[src/rtl/sram_seq.sv]
// -----------------------------------------------------------------------------
// sram_seq : SRAM access sequencer between the AVR command interface and an
//            external ADDR_W x DATA_W asynchronous SRAM.
//
// The AVR shifts a start address in serially (avr_clk / avr_si, MSB first,
// framed by avr_sreg_en). The falling edge of avr_sreg_en commits it to the
// address counter. Commands then run READ / WRITE cycles with fixed strobe
// timing derived from clk, optionally auto-incrementing the address.
//
// Ports
//   clk          system clock, all state on the rising edge
//   reset        asynchronous, active-low reset
//   avr_clk      AVR serial shift clock (asynchronous, synchronised here)
//   avr_si       AVR serial address data, MSB first (synchronised here)
//   avr_sreg_en  AVR shift enable; falling edge commits the shifted address
//   cmd_valid    command strobe, one clk cycle
//   cmd          0 NOP, 1 READ, 2 WRITE, 3 READ_INC, 4 WRITE_INC, 5 INC,
//                6 CLR, 7 NOP
//   wdata        write data, captured when the command is accepted
//   rdata        data from the most recent read
//   busy         a SETUP/STROBE/HOLD sequence is in progress
//   done         one-cycle pulse when a command completes
//   sram_addr    SRAM address (also the address counter)
//   sram_ce_n    SRAM chip enable, active low
//   sram_oe_n    SRAM output enable, active low
//   sram_we_n    SRAM write enable, active low
//   sram_dout    data driven towards the SRAM
//   sram_dout_en tri-state enable for sram_dout
//   sram_din     data returned by the SRAM
//   state_dbg    current FSM state (IDLE=0, SETUP=1, STROBE=2, HOLD=3)
//
// Command handshake: there is no separate ready signal. A command is taken
// in the cycle cmd_valid is high while busy is low (FSM in IDLE); NOP codes
// are never taken. A cmd_valid seen while busy is dropped, never queued.
// Access commands raise busy the next cycle and pulse done STROBE_CYC + 3
// cycles after cmd_valid; INC and CLR finish in place and pulse done the
// next cycle with busy left low.
// -----------------------------------------------------------------------------
module sram_seq #(
    parameter int ADDR_W     = 21,
    parameter int DATA_W     = 8,
    parameter int STROBE_CYC = 2
) (
    input  logic              clk,
    input  logic              reset,
    input  logic              avr_clk,
    input  logic              avr_si,
    input  logic              avr_sreg_en,
    input  logic              cmd_valid,
    input  logic [2:0]        cmd,
    input  logic [DATA_W-1:0] wdata,
    output logic [DATA_W-1:0] rdata,
    output logic              busy,
    output logic              done,
    output logic [ADDR_W-1:0] sram_addr,
    output logic              sram_ce_n,
    output logic              sram_oe_n,
    output logic              sram_we_n,
    output logic [DATA_W-1:0] sram_dout,
    output logic              sram_dout_en,
    input  logic [DATA_W-1:0] sram_din,
    output logic [1:0]        state_dbg
);

    // Command encodings
    localparam logic [2:0] CMD_NOP0      = 3'd0;
    localparam logic [2:0] CMD_READ      = 3'd1;
    localparam logic [2:0] CMD_WRITE     = 3'd2;
    localparam logic [2:0] CMD_READ_INC  = 3'd3;
    localparam logic [2:0] CMD_WRITE_INC = 3'd4;
    localparam logic [2:0] CMD_INC       = 3'd5;
    localparam logic [2:0] CMD_CLR       = 3'd6;
    localparam logic [2:0] CMD_NOP7      = 3'd7;

    localparam logic [3:0]        STROBE_LAST = 4'(STROBE_CYC - 1);
    localparam logic [ADDR_W-1:0] ADDR_ONE    = ADDR_W'(1);

    typedef enum logic [1:0] {
        S_IDLE   = 2'd0,
        S_SETUP  = 2'd1,
        S_STROBE = 2'd2,
        S_HOLD   = 2'd3
    } state_t;

    state_t state;
    state_t state_nxt;

    logic [3:0] strobe_cnt;
    logic [3:0] strobe_cnt_nxt;

    // -------------------------------------------------------------------------
    // AVR input synchronisers and edge detection
    // -------------------------------------------------------------------------
    logic [1:0] clk_sync;
    logic [1:0] si_sync;
    logic [1:0] en_sync;
    logic       clk_prev;
    logic       en_prev;
    logic       avr_clk_rise;
    logic       sreg_en_fall;

    always_ff @(posedge clk or negedge reset) begin
        if (!reset) begin
            clk_sync <= '0;
            si_sync  <= '0;
            en_sync  <= '0;
            clk_prev <= 1'b0;
            en_prev  <= 1'b0;
        end else begin
            clk_sync <= {clk_sync[0], avr_clk};
            si_sync  <= {si_sync[0], avr_si};
            en_sync  <= {en_sync[0], avr_sreg_en};
            clk_prev <= clk_sync[1];
            en_prev  <= en_sync[1];
        end
    end

    // avr_si travels through the same two-flop depth as avr_clk, so the data
    // bit seen here lines up with the clock edge the AVR produced.
    assign avr_clk_rise = clk_sync[1] & ~clk_prev;
    assign sreg_en_fall = en_prev & ~en_sync[1];

    // -------------------------------------------------------------------------
    // Serial address shift register and pending commit
    // -------------------------------------------------------------------------
    logic [ADDR_W-1:0] shift_q;
    logic              pending;
    logic              commit;

    always_ff @(posedge clk or negedge reset) begin
        if (!reset) begin
            shift_q <= '0;
        end else if (avr_clk_rise && en_sync[1]) begin
            // Bits beyond ADDR_W simply fall off the MSB end.
            shift_q <= {shift_q[ADDR_W-2:0], si_sync[1]};
        end
    end

    // A commit is only applied in IDLE so the address never moves under an
    // active SRAM cycle; otherwise it waits here.
    assign commit = pending && (state == S_IDLE);

    always_ff @(posedge clk or negedge reset) begin
        if (!reset) begin
            pending <= 1'b0;
        end else begin
            // A fresh falling edge wins over a same-cycle commit so the newer
            // shift register contents are applied on the following cycle.
            pending <= (pending && !commit) || sreg_en_fall;
        end
    end

    // -------------------------------------------------------------------------
    // Command decode
    // -------------------------------------------------------------------------
    logic [2:0] cmd_q;
    logic       cmd_is_nop;
    logic       cmd_is_access;
    logic       accept;
    logic [2:0] cur_cmd;
    logic       cur_is_write;
    logic       q_is_write;
    logic       q_is_inc;
    logic       strobe_last;

    assign cmd_is_nop    = (cmd == CMD_NOP0) || (cmd == CMD_NOP7);
    assign cmd_is_access = (cmd == CMD_READ)     || (cmd == CMD_WRITE) ||
                           (cmd == CMD_READ_INC) || (cmd == CMD_WRITE_INC);
    assign accept        = cmd_valid && !cmd_is_nop && (state == S_IDLE);

    // The registered SRAM controls are computed one cycle ahead, so on the
    // accepting edge the incoming cmd decides read vs write, afterwards the
    // latched copy does.
    assign cur_cmd      = accept ? cmd : cmd_q;
    assign cur_is_write = (cur_cmd == CMD_WRITE) || (cur_cmd == CMD_WRITE_INC);
    assign q_is_write   = (cmd_q == CMD_WRITE) || (cmd_q == CMD_WRITE_INC);
    assign q_is_inc     = (cmd_q == CMD_READ_INC) || (cmd_q == CMD_WRITE_INC);
    assign strobe_last  = (strobe_cnt == STROBE_LAST);

    // -------------------------------------------------------------------------
    // FSM: state register
    // -------------------------------------------------------------------------
    always_ff @(posedge clk or negedge reset) begin
        if (!reset) begin
            state      <= S_IDLE;
            strobe_cnt <= '0;
        end else begin
            state      <= state_nxt;
            strobe_cnt <= strobe_cnt_nxt;
        end
    end

    // -------------------------------------------------------------------------
    // FSM: next state
    // -------------------------------------------------------------------------
    always_comb begin
        state_nxt      = state;
        strobe_cnt_nxt = strobe_cnt;
        case (state)
            S_IDLE: begin
                if (accept && cmd_is_access) begin
                    state_nxt = S_SETUP;
                end
            end
            S_SETUP: begin
                state_nxt      = S_STROBE;
                strobe_cnt_nxt = '0;
            end
            S_STROBE: begin
                if (strobe_last) begin
                    state_nxt = S_HOLD;
                end else begin
                    strobe_cnt_nxt = strobe_cnt + 4'd1;
                end
            end
            S_HOLD: begin
                state_nxt = S_IDLE;
            end
            default: begin
                state_nxt = S_IDLE;
            end
        endcase
    end

    assign state_dbg = state;

    // -------------------------------------------------------------------------
    // Address counter next value
    // -------------------------------------------------------------------------
    logic [ADDR_W-1:0] base_addr;
    logic [ADDR_W-1:0] addr_nxt;

    // A command accepted together with a commit operates on the new address.
    assign base_addr = commit ? shift_q : sram_addr;

    always_comb begin
        addr_nxt = base_addr;
        if (accept && (cmd == CMD_INC)) begin
            addr_nxt = base_addr + ADDR_ONE;   // wraps modulo 2^ADDR_W
        end else if (accept && (cmd == CMD_CLR)) begin
            addr_nxt = '0;
        end else if ((state == S_HOLD) && q_is_inc) begin
            addr_nxt = sram_addr + ADDR_ONE;
        end
    end

    // -------------------------------------------------------------------------
    // Registered outputs
    // -------------------------------------------------------------------------
    // Every SRAM-facing signal comes straight from a flop, so strobes cannot
    // glitch. oe_n and we_n are both derived from the same read/write decode,
    // so they can never be low together, and dout_en is never set on a read.
    always_ff @(posedge clk or negedge reset) begin
        if (!reset) begin
            cmd_q        <= CMD_NOP0;
            busy         <= 1'b0;
            done         <= 1'b0;
            rdata        <= '0;
            sram_addr    <= '0;
            sram_ce_n    <= 1'b1;
            sram_oe_n    <= 1'b1;
            sram_we_n    <= 1'b1;
            sram_dout    <= '0;
            sram_dout_en <= 1'b0;
        end else begin
            if (accept) begin
                cmd_q <= cmd;
            end
            if (accept && ((cmd == CMD_WRITE) || (cmd == CMD_WRITE_INC))) begin
                sram_dout <= wdata;
            end

            sram_addr    <= addr_nxt;
            busy         <= (state_nxt != S_IDLE);
            done         <= (state == S_HOLD) ||
                            (accept && ((cmd == CMD_INC) || (cmd == CMD_CLR)));

            sram_ce_n    <= (state_nxt == S_IDLE);
            sram_oe_n    <= !((state_nxt == S_STROBE) && !cur_is_write);
            sram_we_n    <= !((state_nxt == S_STROBE) && cur_is_write);
            sram_dout_en <= (state_nxt != S_IDLE) && cur_is_write;

            // Capture at the end of the last strobe cycle, when the SRAM
            // output has had the full strobe window to settle.
            if ((state == S_STROBE) && strobe_last && !q_is_write) begin
                rdata <= sram_din;
            end
        end
    end

endmodule

[config.mk]
export PLATFORM = sky130hd
export DESIGN_NAME = sram_seq
export DESIGN_NICKNAME = d
export VERILOG_FILES = /design/src/rtl/sram_seq.sv
export SDC_FILE = /design/constraint.sdc
export NUM_CORES = 1
export LEC_CHECK = 0
export BUFFER_PORTS_ARGS = -buffer_cell sky130_fd_sc_hd__buf_2
export CAP_MARGIN = 40
export CORE_AREA = 2 2 114 116
export DETAILED_ROUTE_END_ITERATION = 7
export DIE_AREA = 0 0 116 118
export GPL_ROUTABILITY_DRIVEN = 0
export GPL_TIMING_DRIVEN = 0
export PLACE_DENSITY_LB_ADDON = 0.05
export SLEW_MARGIN = 40
export SYNTH_ARGS = -nofsm -noshare
export SYNTH_HDL_FRONTEND = slang
export SYNTH_SLANG_ARGS = --single-unit
[constraint.sdc]
create_clock -name clk -period 3 [get_ports clk]
set_clock_uncertainty 0.05 [all_clocks]
set_input_delay 0.3 -clock clk [delete_from_list [all_inputs] [get_ports clk]]
set_output_delay 0.3 -clock clk [all_outputs]
set_load 0.05 [all_outputs]
* Yosys cells after proc, flatten, opt, wreduce, memory -nomap -nowiden
Cells that the tools add are included.
Widths: inputs -> output; s select.
** Word-level totals
- Bits in latches :: 0
- Memory bits (read-only) :: 0
- Input port bits :: 25
- Word-level logic and storage cells :: 93
- Bits in registers :: 82
- Output and inout bits :: 45
- Memory bits (writable) :: 0
- Memories :: 0
** Cells by class
- Div/mod/pow operators :: 0
- Shift-type cells :: 0
- $lt $le $gt $ge :: 0
- Bitwise operators :: 4
- Multiplexer cells :: 10
- Reduce and logical (&&, ||, !) cells :: 39
- Equal/unequal tests :: 18
- Add/sub/neg operators :: 3
- Multiply operators :: 0
** Operators by type and width (number)
- $mux 21 :: 4
- $add 21x1->21 const B :: 2
- $eq 3x3->1 const B :: 6
- $logic_and 1x1->1 :: 16
- $eq 3x2->1 const B :: 5
- $logic_or 1x1->1 :: 11
- $pmux 2 s4 :: 1
- $pmux 4 s2 :: 1
- $eq 2x2->1 const B :: 3
- $logic_not 1->1 :: 6
- $add 4x1->4 const B :: 1
- $eq 4x1->1 const B :: 1
- $logic_not 2->1 :: 2
- $mux 2 :: 2
- $mux 4 :: 1
- $reduce_bool 2->1 :: 2
- $eq 3x1->1 const B :: 1
- $logic_not 3->1 :: 1
- $mux 3 :: 1
- $and 1x1->1 :: 2
- $eq 2x1->1 const B :: 1
- $ne 2x2->1 const B :: 1
- $not 1->1 :: 2
- $reduce_and 2->1 :: 1

* Logic depth before layout (Yosys ltp)
- Depth after elaboration :: 11
- Depth in mapped cells :: 13
- Gate-level depth less buffers :: 10

* Worst setup path after synthesis
No wires, ideal clock.
- Path kind :: register to register
- Start :: register state[0] (netlist: state_dbg[0])
- End :: register sram_addr[20]
- Buffers on the path :: 3
- Required time :: 2.829 ns
- Setup time :: 0.121 ns
- Clock period less this slack :: 2.922 ns
- Slack :: 0.078 ns
- Cell stages (with the launch flop) :: 14
- Arrival :: 2.751 ns
- Cell sequence :: dfrtp_1 -> inv_1 -> ha_1 -> and2_4 -> buf_6 -> buf_6 -> buf_2 -> nand2_1 -> nand2_1 -> ha_1 -> nand3_2 -> nor4b_4 -> xnor2_1 -> a22o_1
** Between the ends
- Word-level cells in the longest chain between the ends :: 6
** Ends and longest elaborated chain
- start, declared :: line 85 : state_t state;
- start signal, assigned :: line 188 : state <= state_nxt;
- branches (longest 5 deep; another with $add 21x1->21)
- $mux 21 (*) :: line 238 : if (accept && (cmd == CMD_INC)) begin
- via addr_nxt[20] :: line 231 : logic [ADDR_W-1:0] addr_nxt;
- end signal, assigned :: line 273 : sram_addr <= addr_nxt;
- end, declared :: line 55 : output logic [ADDR_W-1:0] sram_addr,
Mark *: on every way through the listed nets, which the timed path passes.
A chain may end at the register's enable or synchronous reset.

* Worst setup path in the final report
Same ends and word-level chain as after synthesis.

==> impl_metrics.yaml <==
detailed_routing:
  dr_wl_met2_um: 5450
  wl_um: 11800
  wl_per_cell_um: 17.2
  routed.top_layer: "met4"
  vias: 3541
  wl_met1_um: 5380
  first_pass_iters: 5
  route.met3.wl_um: 774
  via_per_inst: 5.18
  detail-route-antenna-nets: 0
  drc: 0
  drt_iter0_markers: 260
yosys:
  synth_ff_type: "dfrtp_1"
  synth_area_sq_um: 4480
  synth.area.top_cells: "dfrtp_1 (44%), mux2_2 (10%), xnor2_1 (4.7%)"
  syn_avg_cell_area_sq_um: 10.4
  yosysSeqAreaShare_pct: 45.9
  async_flop_share_pct: 100
  synth_cells: 430
  yosysWarnings: 0
  synth_most_common_cell: "dfrtp_1"
  synthTopCellsByCount: "dfrtp_1 (79), mux2_2 (41), nand2_1 (37)"
  synth-edff-count: 0
  synth_seq_cells: 82
  syn-num-nets: 463
  synth_top_area_cell: "dfrtp_1"
  synth_cell_type_count: 49
  synth_top_area_share_pct: 44.1
pwr:
  power_density_nw_per_um2: 1080
  cellLeakagePower_uw: 0.00235
  p_sw_share_pct: 48.1
  clockPowerShare_pct: 18.1
  ir_drop_mv: 0.562
  p_switching_uw: 2800
  seq_power_share_pct: 32.2
  combPwrFrac_pct: 49.8
  internal_power_uw: 3020
final_layout:
  diodes: 0
  multi_input_area_sq_um: 2320
  syn2layout_area_growth_pct: 20.0
  drive_gt1_share_pct: 29.7
  fin_area_sq_um: 5380
  fillers: 1258
  ff_latch_area_sq_um: 2060
  nets: 541
critical_path:
  crit_type: "reg2reg"
  cp-start-kind: "register"
  cp.buffers_inverters: 3
  cp_top_family: "simple AND/OR/NAND/NOR gates"
  slowest_stage: "dfrtp_1"
  required_ns: 3.19
  end_kind: "register"
  crit_cells: 12
  cp.arrival_ns: 3.02
  rr_worst_depth: 12
  path_max_fanout: 19
  path_cells: "inv_1, ha_2, and2_4, buf_6, buf_8, nand2_1, nand2_1, ha_2, nand3_4, nor4b_4, xnor2_1, a22o_1"
  slowest_delay_ns: 0.44
floorplanning:
  rows: 41
  die_w_um: 116
  core-area_sq_um: 12400
  dieArea_sq_um: 13700
  die_y_um: 118
  start_util_pct: 36.1
  ioPinCount: 70
clocking:
  numClockSinks: 82
  post_cts_buffers: 0
  clk_pin_slew_ns: 0.07
  cts_buffer_depth: 2
  cts_buffers: 9
  h-tree-depth: 3
  tritoncts: "yes"
  cts-root-buf: "clkbuf_16"
  clk_latency_ns: 0.34
sta:
  period_share_pct: 94.5
  drv_slew: 0
  post-route-min-period_ns: 2.84
  setup_slack_ns: 0.164
  hold_violations: 0
  worstMarginPinSlew_ns: 0.756
  setup_viol: 0
  max_slew_margin_pct: 49.4
  fmax_mhz: 353
place:
  port_buffers: 66
  dp.final_hpwl_um: 8370
  postPlaceCellArea_sq_um: 5070
  dp_slack_ns: -0.338
worst_hold_path:
  hold_class: "in2reg"
  worstHoldPathCells: 1
global_routing:
  overflow: 0
  grt_max_degree: 58
  antenna_found_initial: 0
  grt_pass1_wl_um: 19500
  grt_pass1_vias: 3611
  grt_usage_pct: 18.5
status:
  status: "finished, final reports clean"
job:
  max_cap_violations: 0
==> cell type report <==
cell class                 instances  area share, %
clock inverter                     4          0.512
timing repair buffer              68           6.95
tap                              172           4.00
sequential                        82           38.2
clock buffer                      11           4.70
buffer                            20           1.95
inverter                           9          0.628
multi-input combinational        318           43.0
==> power by group through the flow <==
stage	Sequential, uW	Combinational, uW	Clock (uW)
floorplan	2740	1310	0
finish	1870	2900	1050
CTS	1880	2900	1090
detailed placement	1890	2910	0
global route	1940	3130	1140
global placement	1880	2880	0
==> placed cells by master, fill, tap and decap left out, drive strengths merged, types with 2 or more instances in the layout <==
master and count:
dfstp 3, mux2 41, and2 3, dfrtp 79, nor2 29, o21a 2, nor3 10, and3 3
nor4b 3, o22ai 15, nand4 20, nand3 12, a22o 4, clkinvlp 3, a21oi 24, xor2 12
mux2i 17, and4 2, o211ai 3, buf 73, nor4 2, ha 8, nand2b 3, nor3b 3
clkbuf 25, xnor2 24, nand2 37, inv 9, or3 2, o21ai 30
==> worst reg2reg max path, cell delays in order (launching register included) <==
cell	delay (ns)
dfrtp_1	0.44
inv_1	0.12
ha_2	0.24
and2_4	0.20
buf_6	0.19
buf_8	0.24
nand2_1	0.08
nand2_1	0.11
ha_2	0.26
nand3_4	0.18
nor4b_4	0.30
xnor2_1	0.11
a22o_1	0.22
==> through the flow <==
| stage | power, uW | utilization (%) | cells | hold WS [ns] | setup TNS, ns |
|---|---|---|---|---|---|
| floorplan | 4050 | - | 430 | -0.0456 | 0 |
| finish | 5830 | 43.3 | 684 | 0.0216 | 0 |
| CTS | 5870 | 43.2 | 684 | 0.00394 | 0 |
| global route | 6210 | 43.3 | 684 | 0.00708 | -0.0116 |
| detailed placement | 4800 | 40.8 | 669 | 0.136 | -1.62 |
| global placement | 4760 | 40.5 | 668 | 0.285 | -1.61 |
==> state kept, by name, summed over array words and instances, names as in the netlist <==
signal	count
sram_oe_n	1
busy	1
strobe_cnt	4
pending	1
sram_addr	21
sram_dout_en	1
sram_dout	8
si_sync	2
shift_q	21
sram_we_n	1
en_prev	1
en_sync	2
done	1
clk_prev	1
cmd_q	3
clk_sync	2
sram_ce_n	1
state_dbg	2
rdata	8
==> repair_timing <==
| item | CTS | global route |
|---|---|---|
| hold buffers | 1 | 0 |
| endpoints found under the hold margin | 25 | 0 |
| setup endpoints to repair | 7 | 13 |
| gates resized for setup | 1 | 6 |
==> kinds of logic (layout without fill, tap and decap cells) <==
kind of cell,count (synthesis),count (layout),synth area share [%]
AOI/OAI and AO/OA,84,84,11.4
DFF,82,82,45.9
and+or+nand+nor,132,132,16.2
xor gates and xnor gates,36,36,7.03
adders and majority gates,8,8,2.23
muxes,58,58,14.1
buffers and inverters,30,112,3.10
==> metal layers <==
metal,GRT usage [%],vias up
met5,0,-
met4,5.36,0
met3,5.41,16
met2,28.9,120
met1,24.7,1694
li1,-,1711
==> path summary, 6_finish.rpt <==
kind / from / end / slack (ns)
setup reg to reg: state_dbg[0]$_DFF_PN0_ / sram_addr[20]$_DFF_PN0_ / 0.16
hold reg to reg: clk_sync[0]$_DFF_PN0_ / clk_sync[1]$_DFF_PN0_ / 0.30
setup / recovery: state_dbg[0]$_DFF_PN0_ / sram_addr[20]$_DFF_PN0_ / 0.16
max in group asynchronous: reset / sram_we_n$_DFF_PN1_ / 1.92
hold / removal: avr_si / si_sync[0]$_DFF_PN0_ / 0.02
min in group asynchronous: reset / sram_addr[16]$_DFF_PN0_ / 0.34
(Power assumes the default switching activity.)
